--- src/rtl/breath_key_ctrl.sv ---
// -----------------------------------------------------------------------------
// breath_key_ctrl
//
// Push-button front end for a breathing-LED stage. The raw, bouncy, active-low
// key is synchronized, debounced with a single saturating counter, and turned
// into two pulses: key_flag (short press accepted after CNT_MAX stable-low
// cycles) and long_flag (long press accepted after LONG_MAX stable-low cycles).
// A 4-state mode FSM steps OFF->SLOW->MID->FAST->OFF on key_flag and drops to
// OFF on long_flag. The mode is decoded into registered enable/speed outputs.
//
// Ports
//   clk        in   system clock (only clock in the block)
//   rst_n      in   synchronous active-low reset
//   key_in     in   raw push-button, active-low, asynchronous to clk
//   key_flag   out  one-cycle pulse per accepted short press
//   long_flag  out  one-cycle pulse per accepted long press
//   breath_en  out  high whenever the mode is not OFF
//   speed_sel  out  00 off, 01 slow, 10 mid, 11 fast
// -----------------------------------------------------------------------------
module breath_key_ctrl #(
    parameter int unsigned CNT_MAX  = 999_999,
    parameter int unsigned LONG_MAX = 99_999_999
) (
    input  logic       clk,
    input  logic       rst_n,
    input  logic       key_in,
    output logic       key_flag,
    output logic       long_flag,
    output logic       breath_en,
    output logic [1:0] speed_sel
);

    localparam int unsigned CW = $clog2(LONG_MAX + 1);

    localparam logic [CW-1:0] CNT_LAST  = CW'(CNT_MAX - 1);
    localparam logic [CW-1:0] LONG_LAST = CW'(LONG_MAX - 1);
    localparam logic [CW-1:0] LONG_TOP  = CW'(LONG_MAX);

    typedef enum logic [1:0] {
        ST_OFF  = 2'd0,
        ST_SLOW = 2'd1,
        ST_MID  = 2'd2,
        ST_FAST = 2'd3
    } state_t;

    logic          key_s1_q, key_s1_d;
    logic          key_s2_q, key_s2_d;
    logic [CW-1:0] cnt_q, cnt_d;
    logic          key_flag_q, key_flag_d;
    logic          long_flag_q, long_flag_d;
    state_t        state_q, state_d;
    logic          breath_en_q, breath_en_d;
    logic [1:0]    speed_sel_q, speed_sel_d;

    // Synchronizer and debounce counter. The counter saturates at LONG_MAX so
    // each threshold is crossed exactly once per held press; any high sample
    // (bounce or release) restarts the count from zero.
    always_comb begin
        key_s1_d    = key_in;
        key_s2_d    = key_s1_q;
        cnt_d       = '0;
        key_flag_d  = 1'b0;
        long_flag_d = 1'b0;
        if (!key_s2_q) begin
            cnt_d       = (cnt_q == LONG_TOP) ? cnt_q : cnt_q + CW'(1);
            key_flag_d  = (cnt_q == CNT_LAST);
            long_flag_d = (cnt_q == LONG_LAST);
        end
    end

    // Mode FSM next-state. key_flag and long_flag cannot be high together
    // since the long threshold lies strictly above the short one.
    always_comb begin
        state_d = state_q;
        if (key_flag_q) begin
            case (state_q)
                ST_OFF:  state_d = ST_SLOW;
                ST_SLOW: state_d = ST_MID;
                ST_MID:  state_d = ST_FAST;
                ST_FAST: state_d = ST_OFF;
                default: state_d = ST_OFF;
            endcase
        end else if (long_flag_q) begin
            state_d = ST_OFF;
        end
    end

    // Output decode, registered one cycle behind the state.
    always_comb begin
        breath_en_d = (state_q != ST_OFF);
        speed_sel_d = 2'b00;
        case (state_q)
            ST_OFF:  speed_sel_d = 2'b00;
            ST_SLOW: speed_sel_d = 2'b01;
            ST_MID:  speed_sel_d = 2'b10;
            ST_FAST: speed_sel_d = 2'b11;
            default: speed_sel_d = 2'b00;
        endcase
    end

    always_ff @(posedge clk) begin
        if (!rst_n) begin
            state_q <= ST_OFF;
        end else begin
            state_q <= state_d;
        end
    end

    always_ff @(posedge clk) begin
        if (!rst_n) begin
            key_s1_q    <= 1'b1;
            key_s2_q    <= 1'b1;
            cnt_q       <= '0;
            key_flag_q  <= 1'b0;
            long_flag_q <= 1'b0;
            breath_en_q <= 1'b0;
            speed_sel_q <= 2'b00;
        end else begin
            key_s1_q    <= key_s1_d;
            key_s2_q    <= key_s2_d;
            cnt_q       <= cnt_d;
            key_flag_q  <= key_flag_d;
            long_flag_q <= long_flag_d;
            breath_en_q <= breath_en_d;
            speed_sel_q <= speed_sel_d;
        end
    end

    assign key_flag  = key_flag_q;
    assign long_flag = long_flag_q;
    assign breath_en = breath_en_q;
    assign speed_sel = speed_sel_q;

endmodule
--- config.mk ---
export PLATFORM = sky130hd
export DESIGN_NAME = breath_key_ctrl
export DESIGN_NICKNAME = d
export VERILOG_FILES = /design/src/rtl/breath_key_ctrl.sv
export SDC_FILE = /design/constraint.sdc
export NUM_CORES = 1
export LEC_CHECK = 0
export ABC_AREA = 1
export CAP_MARGIN = 5
export CORE_MARGIN = 2
export CORE_UTILIZATION = 35
export DETAILED_ROUTE_END_ITERATION = 7
export GPL_TIMING_DRIVEN = 0
export PLACE_DENSITY_LB_ADDON = 0.15
export SYNTH_ARGS = -nofsm -noshare
export SYNTH_HDL_FRONTEND = slang
export SYNTH_SLANG_ARGS = --single-unit
export TNS_END_PERCENT = 1
--- constraint.sdc ---
create_clock -name clk -period 3.1 [get_ports clk]
set_input_delay 0.62 -clock clk [delete_from_list [all_inputs] [get_ports clk]]
set_output_delay 0.62 -clock clk [all_outputs]
set_load 0.01 [all_outputs]
======== After elaboration in Yosys (flattened, before gate mapping) ========
Cells that the tools add are included.
word-level totals
  register bits after elaboration ......... 36
  input bits .............................. 3
  output and inout bits ................... 5
  word-level logic and storage cells ...... 24
cells by class
  add/sub/neg operators ................... 1
  equal/unequal tests ..................... 6
  mux-type cells .......................... 4
  bitwise operators ....................... 1
  reduce and logical (&&, ||, !) cells .... 4
operators by type and width
  operator                                          count
  == test 27 bit (second input constant)            2
  adder 27 x 1 -> 27 bit (second input constant)    1
  == test 27 x 20 -> 1 bit (second input constant)  1
  one-hot mux 2 bit (4 select lines)                2
  == test 2 bit (second input constant)             2
  two-way mux 2 bit                                 2
  nonzero test 2 bit                                2
  == test 2 x 1 -> 1 bit (second input constant)    1
  logical NOT 2 bit                                 1
  OR reduction 2 bit                                1
  inverter 1 bit                                    1

======== Depth between registers and ports, before layout ========
Gate-level depths: netlist (run 1).
  word-level depth ........................ 3
  gate-level depth with buffers ........... 9
  depth with buffers taken out ............ 9

======== Worst setup path before layout (run 1) ========
OpenSTA, ideal clock, no wires.
  kind .................................... input port to flip-flop
  from .................................... input port rst_n
  to ...................................... register cnt_q[8]
  setup time .............................. 0.134 ns
  data arrival time ....................... 1.257 ns
  data required time ...................... 2.966 ns
  path slack .............................. 1.710 ns
  stages .................................. 3
  buffers on the path ..................... 1
  cell sequence ........................... nand2_1 clkbuf_1 nor2_1
on the way
  word-level cells in the longest chain between the ends .. 2
RTL lines
  item                          line  RTL
  start, declared               25    input logic rst_n,
  inverter 1 bit (no line)      -
  OR reduction 2 bit (no line)  -
  end signal, assigned          121   cnt_q <= cnt_d;
  end, declared                 48    logic [CW-1:0] cnt_q, cnt_d;
No other way between the ends.
A chain may end at the register's enable or synchronous reset.

======== Final worst setup path (run 1) ========
  from .................................... register key_flag_q, in the netlist key_flag
  to ...................................... output port key_flag
RTL lines
  item                    line  RTL
  start, declared         49    logic key_flag_q, key_flag_d;
  start signal, assigned  122   key_flag_q <= key_flag_d;
  end, declared           27    output logic key_flag,
No word-level cell between the ends.

==> results of run 1 <==
## cell type report
class                           instances  area, um^2
Inverter                               36         135
Multi-Input combinational cell        227        1210
Clock inverter                          3        42.5
Clock buffer                            5        68.8
Sequential cell                        36         721
Timing Repair Buffer                    7        70.1
Fill cell                             633        3460
Tap cell                               75        93.8
Buffer                                  3        13.8
## cell usage in the layout (no fill, tap or decap), drive strengths merged
cell / count
clkdlybuf4s50: 7
clkinvlp: 1
inv: 35
nand4: 6
nand2: 77
and3: 1
ha: 6
bufinv: 1
nand3: 22
a21oi: 23
o21ai: 7
buf: 2
xor2: 2
nand3b: 3
o21a: 1
nor3: 1
nor2: 67
dfxtp: 36
or2: 3
clkinv: 2
clkbuf: 6
xnor2: 4
nor4: 4
## flip-flops by register name, indices dropped and copies added (netlist names)
| register | flops |
|---|---|
| key_s2_q | 1 |
| speed_sel | 2 |
| key_s1_q | 1 |
| breath_en | 1 |
| long_flag | 1 |
| cnt_q | 27 |
| key_flag | 1 |
| state_q | 2 |
## kinds of logic after synthesis
kind of cell / share of synthesized area (%)
buffers and inverters: 7.17
xor gates and xnor gates: 2.53
adders and majority gates: 3.62
AOI/OAI and AO/OA: 8.68
DFF: 34.7
and+or+nand+nor: 43.3
## routing by layer
layer / routed length, um / up-vias / global-route usage [%]
li1: - / 987 / -
met1: 2400 / 841 / 22.7
met2: 2100 / 28 / 26.2
met3: 189 / 9 / 3.33
met4: 89 / 0 / 5.76
met5: 0 / - / 0
## worst max-delay path by stage
stage / from / cells after the start / end
2_1_floorplan: rst_n / 3 / cnt_q[8]$_SDFFE_PP0P_
3_3_place_gp: rst_n / 4 / cnt_q[8]$_SDFFE_PP0P_
3_5_place_dp: rst_n / 4 / cnt_q[8]$_SDFFE_PP0P_
4_1_cts: key_flag$_SDFF_PP0_ / 1 / key_flag
5_1_grt: rst_n / 4 / cnt_q[19]$_SDFFE_PP0P_
6_report: key_flag$_SDFF_PP0_ / 1 / key_flag
## where the power goes
part / leakage, nW / switching [mW] / total, mW / internal [mW]
combinational: 0.417 / 0.00743 / 0.0124 / 0.00492
clock: 0.0541 / 0.187 / 0.425 / 0.238
sequential: 0.290 / 0.000561 / 0.464 / 0.463
total: 0.762 / 0.195 / 0.901 / 0.707
## through the flow
step	cell area (um^2)	std cells	power [mW]	hold WS (ns)
global route	2350	392	0.935	0.454
global placement	2240	384	0.488	0.397
CTS	2350	392	0.913	0.422
detailed placement	2240	384	0.488	0.402
finish	2350	392	0.901	0.417
floorplan	2080	302	0.482	0.393
==> results.yml, run 1 <==
sta:
  report.final.slew_viol_count: 0
  finalClockSkew_ns: 0.00818
  tightest_slew_ns: 0.634
  worst_slack_ns: 1.26
  rsz0062_at_grt: "false"
  slew-limit-headroom_pct: 57.7
  period_minus_slack_ns: 1.84
  layout_worst_path_cycle_share_pct: 59.2
  hold_viol: 0
  max_freq_ghz: 0.545
  tns_ns: 0
  setup_viol: 0
outcome:
  status: "complete, no violations"
layout:
  drive_gt1_share_pct: 12.3
  diodes: 0
  utilization_pct: 40.4
  area_delta_synth_final_pct: 13.3
  layout.nets: 325
grt:
  antenna_found_initial: 0
  grt_overflow: 0
  grt_max_degree: 13
  grt_pass1_wl_um: 8270
  first_global_vias: 1731
  grt_use_total_pct: 16.7
synth:
  synth_edf_count: 0
  syn-cell-area_um2: 2080
  yosys.area.top_type: "dfxtp_1"
  synth_area_leaders: "dfxtp_1, nand2_1, nor2_1"
  async_flop_share_pct: 0
  syn_inst: 302
  synthFlopType: "dfxtp_1"
  avgSynthCellArea_um2: 6.87
  yosys_register_bits: 36
  yosysWarnings: 0
  synth.top_cell.area_share_pct: 34.7
  syn-num-nets: 311
  post-synth-top-count-cell: "nand2_1"
  synthTopCellsByCount: "nand2_1, nor2_1, dfxtp_1"
  synth_cell_types: 30
  ys_seq_area_share_pct: 34.7
hold_path:
  min_path_type: "reg -> reg"
  holdPathEnd: "key_s2_q$_SDFF_PN1_"
  min_path_cells: 1
  min_from: "key_s1_q$_SDFF_PN1_"
route:
  wl_um: 4780
  drt_iter0_markers: 98
  wire_per_inst_um: 12.2
  via_per_inst: 4.76
  vias: 1865
  drc: 0
  firstDrtPassIters: 4
  ant_nets: 0
power:
  power_per_cell_area_nw_per_um2: 383
  leakage_nw: 0.762
  vdd_drop_max_uv: 156
place:
  place_congestion: 0.857
  pre_cts_ws_ns: 0.940
  hpwl_um: 3730
  port_buffers: 7
critical_path:
  critical-path-top-delay-family: "buffers and inverters"
  required_ns: 2.48
  crit_type: "reg -> out"
  crit_buf_inv: 1
  slowest_delay_ns: 0.55
  crit_chain: "clkdlybuf4s50_1"
  r2r-end: "cnt_q[8]$_SDFFE_PP0P_"
  r2r_slack_ns: 1.55
  start_kind: "flip-flop"
  cp_slowest_cell: "clkdlybuf4s50_1"
  arrival_ns: 1.22
  reg2regPathDepth: 8
  critPathMaxFanout: 4
  r2r-start: "cnt_q[1]$_SDFFE_PP0P_"
  endpoint_kind: "primary output"
die:
  die_x_um: 81.0
  num_io_pins: 8
  die_area_um2: 6560
  initial_core_util_pct: 35.7
  fp.dieH_um: 81.0
  rows: 28
  coreArea_um2: 5820
cts:
  post_cts_resized: 0
  clk_latency_ns: 0.30
  cts_tree: "built"
  path_clk_slew_ns: 0.08
  h-tree-depth: 2
  cts_root_buf: "clkbuf_8"
  clock-sinks: 36
  holdBufCountCts: 0
  post_cts_buffers: 0
  cts_buffers: 5
  clock_path_buffers: 2
flow_run:
  drv_cap: 0
Power figures use the tool's default switching activity.
==> run 2: changes to the inputs <==
- clock period: 3.1 -> 1.6 ns (I/O delays scaled with it)
==> results.yml, run 2 (synthesis gave the netlist of run 1 again) <==
outcome:
  status: "complete, no violations"
sta:
  tightest_slew_ns: 0.413
  max_freq_ghz: 0.651
  finalClockSkew_ns: 0.00732
  rsz0062_at_grt: "false"
  layout_worst_path_cycle_share_pct: 96.0
  period_minus_slack_ns: 1.54
  report.final.slew_viol_count: 0
  worst_slack_ns: 0.0641
  hold_viol: 0
  setup_viol: 0
  slew-limit-headroom_pct: 72.2
grt:
  grt_pass1_wl_um: 8270
  grt_overflow: 0
  first_global_vias: 1731
  grt_use_total_pct: 16.7
  antenna_found_initial: 0
  grt_max_degree: 13
power:
  power_per_cell_area_nw_per_um2: 741
  leakage_nw: 0.765
  switching_power_mw: 0.375
  clkPwrFrac_pct: 47.1
  vdd_drop_max_uv: 301
  comb_power_share_pct: 1.4
  finalPower_mw: 1.74
  swShare_pct: 21.5
  p_int_mw: 1.37
  seqPwrFrac_pct: 51.6
cts:
  clock_path_buffers: 2
  path_clk_slew_ns: 0.08
  h-tree-depth: 2
  cts_buffers: 5
  cts_root_buf: "clkbuf_8"
  clk_latency_ns: 0.30
  holdBufCountCts: 0
  cts_tree: "built"
  clock-sinks: 36
critical_path:
  arrival_ns: 1.22
  crit_buf_inv: 1
  reg2regPathDepth: 8
  endpoint_kind: "primary output"
  slowest_delay_ns: 0.55
  r2r_slack_ns: 0.13
  crit_chain: "clkdlybuf4s50_1"
  endpoint: "key_flag"
  cp_slowest_cell: "clkdlybuf4s50_1"
  r2r-end: "cnt_q[8]$_SDFFE_PP0P_"
  r2r-start: "cnt_q[1]$_SDFFE_PP0P_"
  start_kind: "flip-flop"
  crit_start: "key_flag$_SDFF_PP0_"
  crit_type: "reg -> out"
  critical-path-top-delay-family: "buffers and inverters"
  critPathMaxFanout: 4
  cp.depth: 1
  required_ns: 1.28
layout:
  final_cell_mix: "nand2_1, nor2_1, inv_1, dfxtp_1, nand3_1"
  diodes: 0
  area_delta_synth_final_pct: 13.4
  layout.nets: 325
  final_common_cell: "nand2_1"
  largest_reg_flops: 27
  regMostFlops: "cnt_q"
  drive_gt1_share_pct: 12.9
  fill_cells: 632
place:
  place_congestion: 0.857
  port_buffers: 7
  pre_cts_ws_ns: -0.260
  hpwl_um: 3730
die:
  num_io_pins: 8
  rows: 28
  fp.dieH_um: 81.0
  coreArea_um2: 5820
  die_area_um2: 6560
  die_x_um: 81.0
  initial_core_util_pct: 35.7
route:
  via_per_inst: 4.76
  drt_iter0_markers: 101
  wire_per_inst_um: 12.2
  firstDrtPassIters: 4
  wl_um: 4780
  drc: 0
  vias: 1867
  ant_nets: 0
hold_path:
  min_path_type: "reg -> reg"
flow_run:
  drv_cap: 0
==> run 2: through the flow <==
step | hold slack (ns) | setup TNS [ns] | cells | utilization, % | cell area (um^2)
floorplan | 0.393 | 0 | 302 | - | 2080
global placement | 0.397 | -3.22 | 384 | 38.5 | 2240
detailed placement | 0.402 | -3.38 | 384 | 38.5 | 2240
CTS | 0.422 | 0 | 392 | 40.4 | 2350
global route | 0.454 | 0 | 392 | 40.5 | 2350
finish | 0.417 | 0 | 392 | 40.5 | 2350
==> run 2: power by group through the flow <==
stage               combinational [mW]  sequential, mW  clock (mW)
global placement                0.0244           0.920           0
global route                    0.0278           0.900       0.884
detailed placement              0.0244           0.920           0
floorplan                       0.0144           0.920           0
finish                          0.0240           0.899       0.821
CTS                             0.0246           0.899       0.845
==> run 2: how the worst min path moves through the flow <==
stage,start,end,slack [ns],cells after the start
CTS,key_s1_q$_SDFF_PN1_,key_s2_q$_SDFF_PN1_,0.42,1
finish,key_s1_q$_SDFF_PN1_,key_s2_q$_SDFF_PN1_,0.42,1
global route,key_s1_q$_SDFF_PN1_,key_s2_q$_SDFF_PN1_,0.45,1
detailed placement,key_s1_q$_SDFF_PN1_,key_s2_q$_SDFF_PN1_,0.40,1
global placement,key_s1_q$_SDFF_PN1_,key_s2_q$_SDFF_PN1_,0.40,1
floorplan,key_s1_q$_SDFF_PN1_,key_s2_q$_SDFF_PN1_,0.39,1
==> run 2: what timing repair did <==
action,CTS,global route
setup endpoints to repair,0,15
gates resized for setup,0,3
setup buffers,0,0
hold endpoints to repair,0,0
==> run 2: cell type report <==
class,count,area [um^2],area share [%]
tap,75,93.8,3.99
clock inverter,3,42.5,1.81
sequential,36,722,30.7
buffer,3,15.0,0.638
clock buffer,5,68.8,2.92
multi-input combinational,227,1210,51.2
timing repair buffer,7,70.1,2.98
inverter,36,135,5.74
==> run 2: layer usage <==
layer | wire (um) | vias up | part of all wire (%) | global-route usage [%]
met2 | 2100 | 29 | 44 | 26.2
li1 | - | 987 | - | -
met5 | 0 | - | 0 | 0
met3 | 185 | 9 | 3.9 | 3.33
met1 | 2410 | 842 | 50 | 22.7
met4 | 89 | 0 | 1.9 | 5.76
==> run 3: changes to the inputs <==
- SLEW_MARGIN: default -> 20
==> results of run 3 <==
The final DEF is identical to that of run 2; final timing and power are the same.
